**src/rtl/serial_add_seq_if.sv**
```systemverilog
`default_nettype none
// ============================================================================
// Module      : serial_add_seq_if
// Description : Request/result bundle between a control unit (master) and
//               the bit-serial add/subtract sequencer (slave).
//               master drives : start, sub, a, b, cin
//               slave drives  : busy, done, sum, cout, ovf
// Revision    : 1.0 - initial release
// ============================================================================
interface serial_add_seq_if #(
    parameter int WIDTH = 8
);
    logic             start;
    logic             sub;
    logic [WIDTH-1:0] a;
    logic [WIDTH-1:0] b;
    logic             cin;
    logic             busy;
    logic             done;
    logic [WIDTH-1:0] sum;
    logic             cout;
    logic             ovf;

    modport master (
        output start, sub, a, b, cin,
        input  busy, done, sum, cout, ovf
    );

    modport slave (
        input  start, sub, a, b, cin,
        output busy, done, sum, cout, ovf
    );
endinterface
`default_nettype wire

```
**src/rtl/serial_add_seq.sv**
```systemverilog
`default_nettype none
// ============================================================================
// Module      : serial_add_seq
// Description : Bit-serial add/subtract sequencer. One full-adder cell
//               (two half adders plus an OR carry merge) is time-shared
//               across a WIDTH-bit operation, LSB first, with a registered
//               carry. Result is assembled in a shift register.
// Ports       : clk    - system clock, rising edge
//               rst_n  - synchronous active-low reset
//               bus    - serial_add_seq_if.slave
//                        in : start, sub, a, b, cin
//                        out: busy, done, sum, cout, ovf (all registered)
// Revision    : 1.0 - initial release
// ============================================================================
module serial_add_seq #(
    parameter int WIDTH = 8
) (
    input  wire logic           clk,
    input  wire logic           rst_n,
    serial_add_seq_if.slave     bus
);

    localparam int             CW       = $clog2(WIDTH);
    localparam logic [CW-1:0]  C_LAST   = CW'(WIDTH - 1);
    localparam logic [CW-1:0]  C_MSB_IN = CW'(WIDTH - 2);

    typedef enum logic [1:0] {
        S_IDLE = 2'd0,
        S_RUN  = 2'd1,
        S_DONE = 2'd2
    } state_t;

    state_t             state_q, state_d;
    logic [WIDTH-1:0]   a_q, a_d;
    logic [WIDTH-1:0]   b_q, b_d;
    logic [WIDTH-1:0]   sum_q, sum_d;
    logic [CW-1:0]      cnt_q, cnt_d;
    logic               carry_q, carry_d;
    logic               cmsb_q, cmsb_d;     // carry into the MSB position
    logic               cout_q, cout_d;
    logic               ovf_q, ovf_d;
    logic               busy_q, busy_d;
    logic               done_q, done_d;

    // Shared full-adder cell: half adder on the operand bits, second half
    // adder folds in the carry, OR merges the two partial carries.
    logic w_h1_s, w_h1_c, w_h2_c, w_s, w_c;

    always_comb begin
        w_h1_s = a_q[0] ^ b_q[0];
        w_h1_c = a_q[0] & b_q[0];
        w_s    = w_h1_s ^ carry_q;
        w_h2_c = w_h1_s & carry_q;
        w_c    = w_h1_c | w_h2_c;
    end

    always_comb begin
        state_d = state_q;
        a_d     = a_q;
        b_d     = b_q;
        sum_d   = sum_q;
        cnt_d   = cnt_q;
        carry_d = carry_q;
        cmsb_d  = cmsb_q;
        cout_d  = cout_q;
        ovf_d   = ovf_q;

        case (state_q)
            S_IDLE: begin
                if (bus.start) begin
                    a_d     = bus.a;
                    // Subtract as a + ~b + 1; the +1 rides in on the carry.
                    b_d     = bus.sub ? ~bus.b : bus.b;
                    carry_d = bus.sub ? 1'b1 : bus.cin;
                    cnt_d   = '0;
                    state_d = S_RUN;
                end
            end
            S_RUN: begin
                sum_d   = {w_s, sum_q[WIDTH-1:1]};
                a_d     = a_q >> 1;
                b_d     = b_q >> 1;
                carry_d = w_c;
                if (cnt_q == C_MSB_IN) begin
                    cmsb_d = w_c;
                end
                if (cnt_q == C_LAST) begin
                    cout_d  = w_c;
                    ovf_d   = cmsb_q ^ w_c;
                    state_d = S_DONE;
                end else begin
                    cnt_d = cnt_q + CW'(1);
                end
            end
            S_DONE: begin
                state_d = S_IDLE;
            end
            default: begin
                state_d = S_IDLE;
            end
        endcase

        // Status flags are registered copies of the next state so that no
        // output depends combinationally on the state decode.
        busy_d = (state_d == S_RUN);
        done_d = (state_d == S_DONE);
    end

    always_ff @(posedge clk) begin
        if (!rst_n) begin
            state_q <= S_IDLE;
            a_q     <= '0;
            b_q     <= '0;
            sum_q   <= '0;
            cnt_q   <= '0;
            carry_q <= 1'b0;
            cmsb_q  <= 1'b0;
            cout_q  <= 1'b0;
            ovf_q   <= 1'b0;
            busy_q  <= 1'b0;
            done_q  <= 1'b0;
        end else begin
            state_q <= state_d;
            a_q     <= a_d;
            b_q     <= b_d;
            sum_q   <= sum_d;
            cnt_q   <= cnt_d;
            carry_q <= carry_d;
            cmsb_q  <= cmsb_d;
            cout_q  <= cout_d;
            ovf_q   <= ovf_d;
            busy_q  <= busy_d;
            done_q  <= done_d;
        end
    end

    assign bus.busy = busy_q;
    assign bus.done = done_q;
    assign bus.sum  = sum_q;
    assign bus.cout = cout_q;
    assign bus.ovf  = ovf_q;

endmodule
`default_nettype wire

```
**src/flat_wrapper.sv**
```systemverilog
// flat-port wrapper written by rule: the top's interface ports become plain ports
module serial_add_seq_flat 
#(
    parameter int WIDTH = 8
)
  (clk, rst_n, bus_start, bus_sub, bus_a, bus_b, bus_cin, bus_busy, bus_done, bus_sum, bus_cout, bus_ovf);
  serial_add_seq_if #(.WIDTH(WIDTH)) bus_i ();
  input  wire logic clk;
  input  wire logic rst_n;
  input wire logic [$bits(bus_i.start)-1:0] bus_start;
  input wire logic [$bits(bus_i.sub)-1:0] bus_sub;
  input wire logic [$bits(bus_i.a)-1:0] bus_a;
  input wire logic [$bits(bus_i.b)-1:0] bus_b;
  input wire logic [$bits(bus_i.cin)-1:0] bus_cin;
  output wire logic [$bits(bus_i.busy)-1:0] bus_busy;
  output wire logic [$bits(bus_i.done)-1:0] bus_done;
  output wire logic [$bits(bus_i.sum)-1:0] bus_sum;
  output wire logic [$bits(bus_i.cout)-1:0] bus_cout;
  output wire logic [$bits(bus_i.ovf)-1:0] bus_ovf;
  assign bus_i.start = bus_start;
  assign bus_i.sub = bus_sub;
  assign bus_i.a = bus_a;
  assign bus_i.b = bus_b;
  assign bus_i.cin = bus_cin;
  assign bus_busy = bus_i.busy;
  assign bus_done = bus_i.done;
  assign bus_sum = bus_i.sum;
  assign bus_cout = bus_i.cout;
  assign bus_ovf = bus_i.ovf;
  serial_add_seq #(.WIDTH(WIDTH)) u_core (.clk(clk), .rst_n(rst_n), .bus(bus_i));
endmodule
```
**config.mk**
```make
export PLATFORM = sky130hd
export DESIGN_NAME = serial_add_seq_flat
export DESIGN_NICKNAME = d
export VERILOG_FILES = /design/src/rtl/serial_add_seq_if.sv /design/src/rtl/serial_add_seq.sv /design/src/flat_wrapper.sv
export SDC_FILE = /design/constraint.sdc
export NUM_CORES = 1
export LEC_CHECK = 0
export CORE_ASPECT_RATIO = 0.6
export CORE_MARGIN = 3
export CORE_UTILIZATION = 52
export CTS_BUF_LIST = sky130_fd_sc_hd__clkbuf_8
export DETAILED_ROUTE_END_ITERATION = 10
export PLACE_DENSITY = 0.82
export SYNTH_ARGS = -nofsm -noshare
export SYNTH_HDL_FRONTEND = slang
export SYNTH_SLANG_ARGS = --single-unit
```
**constraint.sdc**
```tcl
create_clock -name clk -period 2.1 [get_ports clk]
set_clock_uncertainty 0.15 [all_clocks]
set_input_delay 0.21 -clock clk [delete_from_list [all_inputs] [get_ports clk]]
set_output_delay 0.21 -clock clk [all_outputs]
set_load 0.01 [all_outputs]
```
**Word level (Yosys, flattened, before mapping)**

Index checks and enable logic that the tools add are counted.
Widths: inputs -> output; s select.

- Output and inout port bits: 12
- Register bits: 35
- Input port bits: 21
- Logic and storage cells: 46

- Bitwise operators: 7
- Add/sub/neg operators: 1
- Eq/ne operators: 7
- Multiplexer cells: 14
- Reductions and logical operators: 6

Operators by type and width:

| kind | number |
|---|---|
| $pmux 8 s2 | 2 |
| $mux 8 | 3 |
| $not 8->8 | 1 |
| $eq 3x3->1 const B | 2 |
| $mux 3 | 2 |
| $pmux 3 s2 | 1 |
| $reduce_and 2->1 | 3 |
| $eq 2x1->1 const B | 2 |
| $mux 2 | 2 |
| $ne 2x2->1 const B | 2 |
| $pmux 2 s2 | 1 |
| $add 3x1->3 const B | 1 |
| $reduce_and 3->1 | 1 |
| $xor 1x1->1 | 3 |
| $and 1x1->1 | 2 |
| $eq 2x2->1 const B | 1 |
| $logic_not 2->1 | 1 |
| $mux 1 | 2 |
| $pmux 1 s2 | 1 |
| $reduce_bool 2->1 | 1 |
| $or 1x1->1 | 1 |

**Longest topological paths before layout**

- Depth after elaboration: 4
- Depth in mapped cells: 6
- Mapped depth without buffers: 5

**Worst setup path after synthesis**

No wires, ideal clock.

- Path kind: reg-to-reg
- Start point: register u_core.cnt_q[0]
- End point: register u_core.cnt_q[2]
- Arrival time: 1.227 ns
- Slack: 0.649 ns
- Setup time: 0.075 ns
- Stages on the path, launching flop included: 5
- Cell sequence: dfxtp_1 -> ha_1 -> ha_1 -> or3_4 -> o22ai_1

- Word-level cells in the longest chain between the ends: 3
- Elaborated cells on any way between the ends: 6
- Those cells by class: add/sub (1); eq/ne (2); mux (2); reduce/logical (1)

RTL lines:

| element | RTL line | source |
|---|---|---|
| start, declared | serial_add_seq.sv:37 | `logic [CW-1:0] cnt_q, cnt_d;` |
| start signal, assigned | serial_add_seq.sv:127 | `cnt_q <= cnt_d;` |
| $add 3x1->3 / $eq 3x3->1 (equally long branches) | serial_add_seq.sv:92, serial_add_seq.sv:87 |  |
| $mux 3 / $ne 2x2->1 (equally long branches) | -- |  |
| $pmux 3 s2 / $reduce_and 3->1 (equally long branches) | -- |  |

Parallel ways exist; a longest one is shown, timed or not. The select of a mux whose other input is x is not followed.
A chain may end at the register's enable or synchronous reset.

**Worst setup path in the final report**

- Start point: register u_core.state_q[0]
- End point: register u_core.cnt_q[0]

- Word-level cells in the longest chain between the ends: 3
- Elaborated cells on any way between the ends: 7
- Those cells by class: eq/ne (3); mux (1); reduce/logical (3)

RTL lines:

| element | RTL line | source |
|---|---|---|
| start, declared | serial_add_seq.sv:33 | `state_t state_q, state_d;` |
| start signal, assigned | serial_add_seq.sv:123 | `state_q <= state_d;` |
| $eq 2x1->1 / $logic_not 2->1 (equally long branches) | serial_add_seq.sv:68 | `case (state_q)` |
| $ne 2x2->1 (no line) / $reduce_bool 2->1 (equally long branches) | -- |  |
| $reduce_and 3->1 (no line) | -- |  |

Parallel ways exist; a longest one is shown, timed or not.

==> impl_metrics.yaml <==
synth:
  yosysTopAreaCell: "dfxtp_1"
  synth.top_cell.area_share_pct: 46.3
  synthesis.area_um2: 1510
  synth_edf_count: 0
  ys_warn_count: 0
  yosysMostFrequentCell: "dfxtp_1"
  async_flop_share_pct: 0
  syn_area_per_cell_um2: 9.23
  ys_types: 36
  ys_top_cells_by_area: "dfxtp_1 (46%), a21oi_1 (6.6%), o22ai_1 (6.2%)"
  seq_area_frac_synth_pct: 46.3
  ys_top_cells_by_count: "dfxtp_1 (35), nand2_1 (23), a21oi_1 (20), o22ai_1 (15)"
  yosys_most_used_dff: "dfxtp_1"
  synth_seq_cells: 35
  syn_nets: 190
  netlist_instances: 164
timing:
  final-hold-violation-count: 0
  timing.final.crit_period_ps: 1770
  rsz0062_at_grt: "no"
  slew_headroom_pct: 47.8
  report.final.slew_viol_count: 0
  setup_viol: 0
  tns_ps: 0
  tightest_slew_ps: 781
  fmax_mhz: 566
  min_period_over_period_pct: 84.1
routing:
  ant_nets: 0
  wl_um: 3680
  first_iter_violations: 135
  drt_pre_antenna_iters: 4
  wl_per_cell_um: 16.1
  drc_errors: 0
  vias: 1321
  via_per_inst: 5.79
setup_path:
  setup.worst_path.start_class: "register"
  path_class: "register to register"
  ff2ff_path_depth: 3
  critPathCaptureType: "register"
  r2r_start: "u_core.state_q[0]$_SDFF_PN0_"
  crit_buf_inv: 0
  slowest_stage: "o21bai_1"
  r2r_end: "u_core.cnt_q[0]$_SDFFE_PN0P_"
  critPathMaxStageDelay_ps: 680
  path_delay_family: "compound AO/OA/AOI/OAI gates"
  worstPathRequired_ps: 2160
  crit_chain: "o21bai_1, a21oi_1, o22ai_1"
  rrSetupSlack_ps: 330
  path_depth: 3
  cp.arrival_ps: 1820
  crit_fanout: 11
floorplan:
  core_region_area_um2: 2630
  die_w_um: 75.7
  start_util_pct: 57.6
  die_area_um2: 3620
  ios: 33
  num_rows: 14
  die_y_um: 47.8
cts:
  clk_pin_slew_worst_paths_ps: 70
  cts_setup_buffers: 0
  cts_hold_buf: 0
  cts_tree: "done"
  cts_buffer_depth: 2
  ctsResizeCount: 0
  clock_sink_count: 35
  cts-root-buf: "clkbuf_8"
  cts_made_buffers: 5
  cts-htree-levels: 2
  clk_latency_ps: 280
grt:
  grt_max_degree: 17
  grt_pass1_wl_um: 5680
  grtUsageTotal_pct: 22.1
  antenna_found_initial: 0
  grt_pass1_vias: 1199
  grt_overflow: 0
min_path:
  min_to: "u_core.bus.sum[0]$_SDFFE_PN0P_"
  min_path_type: "register to register"
  hold_depth: 2
  hp-start: "u_core.bus.sum[0]$_SDFFE_PN0P_"
place:
  gp_congestion: 0.763
  post_dp_cell_area_um2: 1820
  dp_hpwl_um: 2600
  port_buffers: 32
final_layout:
  drive_above_1_share_pct: 9.69
  design_area_um2: 1920
  num-nets-final: 221
  antenna_cells: 0
  area_growth_pct: 26.9
  fin_util_pct: 73.1
power:
  p_per_area_nw_per_um2: 749
  leakagePower_nw: 0.683
  vdd_drop_max_mv: 0.470
status:
  status: "complete, no violations"
job:
  drv_cap: 0
==> report_power, final <==
group | internal [W] | switching [W] | leakage (nW) | total [W]
logic | 0.0000938 | 0.0000926 | 0.341 | 0.000186
clock network | 0.000295 | 0.000237 | 0.0557 | 0.000532
registers | 0.000698 | 0.0000243 | 0.286 | 0.000722
total | 0.00109 | 0.000354 | 0.683 | 0.00144
==> layer usage <==
layer	GRT usage, %	vias to the layer above	share of wire (%)
met2	34.1	51	46
met3	6.08	2	5.8
met4	10.5	0	0.76
li1	-	642	-
met5	0	-	0
met1	29.2	626	47
==> layout by cell type (no fill, tap or decap), drive strengths merged <==
cell and count:
dfxtp 35, clkdlybuf4s50 32, nand2 23, a21oi 20, o22ai 15, o21ai 10
xnor2 8, a22oi 7, clkbuf 7, inv 7, ha 4, nand3 4
nor2 3, buf 3, o221ai 2, nor2b 2, nand2b 2, or3 2
nand4 1, o21bai 1, nor3b 1, o21ba 1, a211oi 1, xor2 1
nor3 1, a2bb2oi 1, a311oi 1, fa 1
==> flip-flops by register name, summed over array words and instances (netlist names) <==
register and count:
u_core.bus.sum 8, u_core.cnt_q 3, u_core.b_q 8, u_core.carry_q 1, u_core.bus.ovf 1, u_core.bus.cout 1
u_core.bus.busy 1, u_core.bus.done 1, u_core.cmsb_q 1, u_core.a_q 8, u_core.state_q 2
==> cell families after synthesis <==
group | synth area share [%]
AO/OA/AOI/OAI | 24.0
flip-flops | 46.3
adder cells (fa/ha/maj) | 4.63
buffers and inverters | 6.45
AND/OR/NAND/NOR | 13.5
XOR/XNOR | 5.21
==> cell type report <==
| class | instances | area [um^2] |
|---|---|---|
| flip-flops and latches | 35 | 701 |
| clock inverters | 1 | 3.75 |
| multi-input cells | 112 | 716 |
| fillers | 191 | 706 |
| repair buffers | 35 | 343 |
| well taps | 32 | 40.0 |
| inverters | 6 | 22.5 |
| clock buffers | 7 | 96.3 |
==> metrics by stage <==
step | cells | total power [W] | hold WS [ps] | worst slack [ps]
after floorplan | 164 | 0.000850 | 208 | 649
after global routing | 228 | 0.00150 | 336 | 205
after detailed placement | 220 | 0.000919 | 303 | 117
final | 228 | 0.00144 | 311 | 334
after global placement | 220 | 0.000909 | 298 | 217
after CTS | 228 | 0.00144 | 313 | 366
==> worst reg2reg max path, cell delays in order (launching register included) <==
cell and delay [ps]:
dfxtp_1 440, o21bai_1 680, a21oi_1 220, o22ai_1 210
==> worst max path at each step <==
stage                            startpoint                      endpoint
2_1_floorplan  u_core.cnt_q[0]$_SDFFE_PN0P_  u_core.cnt_q[2]$_SDFFE_PN0P_
4_1_cts        u_core.state_q[0]$_SDFF_PN0_  u_core.cnt_q[0]$_SDFFE_PN0P_
6_report       u_core.state_q[0]$_SDFF_PN0_  u_core.cnt_q[0]$_SDFFE_PN0P_
3_3_place_gp                      bus_start  u_core.cnt_q[0]$_SDFFE_PN0P_
3_5_place_dp                      bus_start  u_core.cnt_q[0]$_SDFFE_PN0P_
5_1_grt        u_core.state_q[0]$_SDFF_PN0_  u_core.cnt_q[0]$_SDFFE_PN0P_
Note: power is estimated with default switching activity, not from simulation.
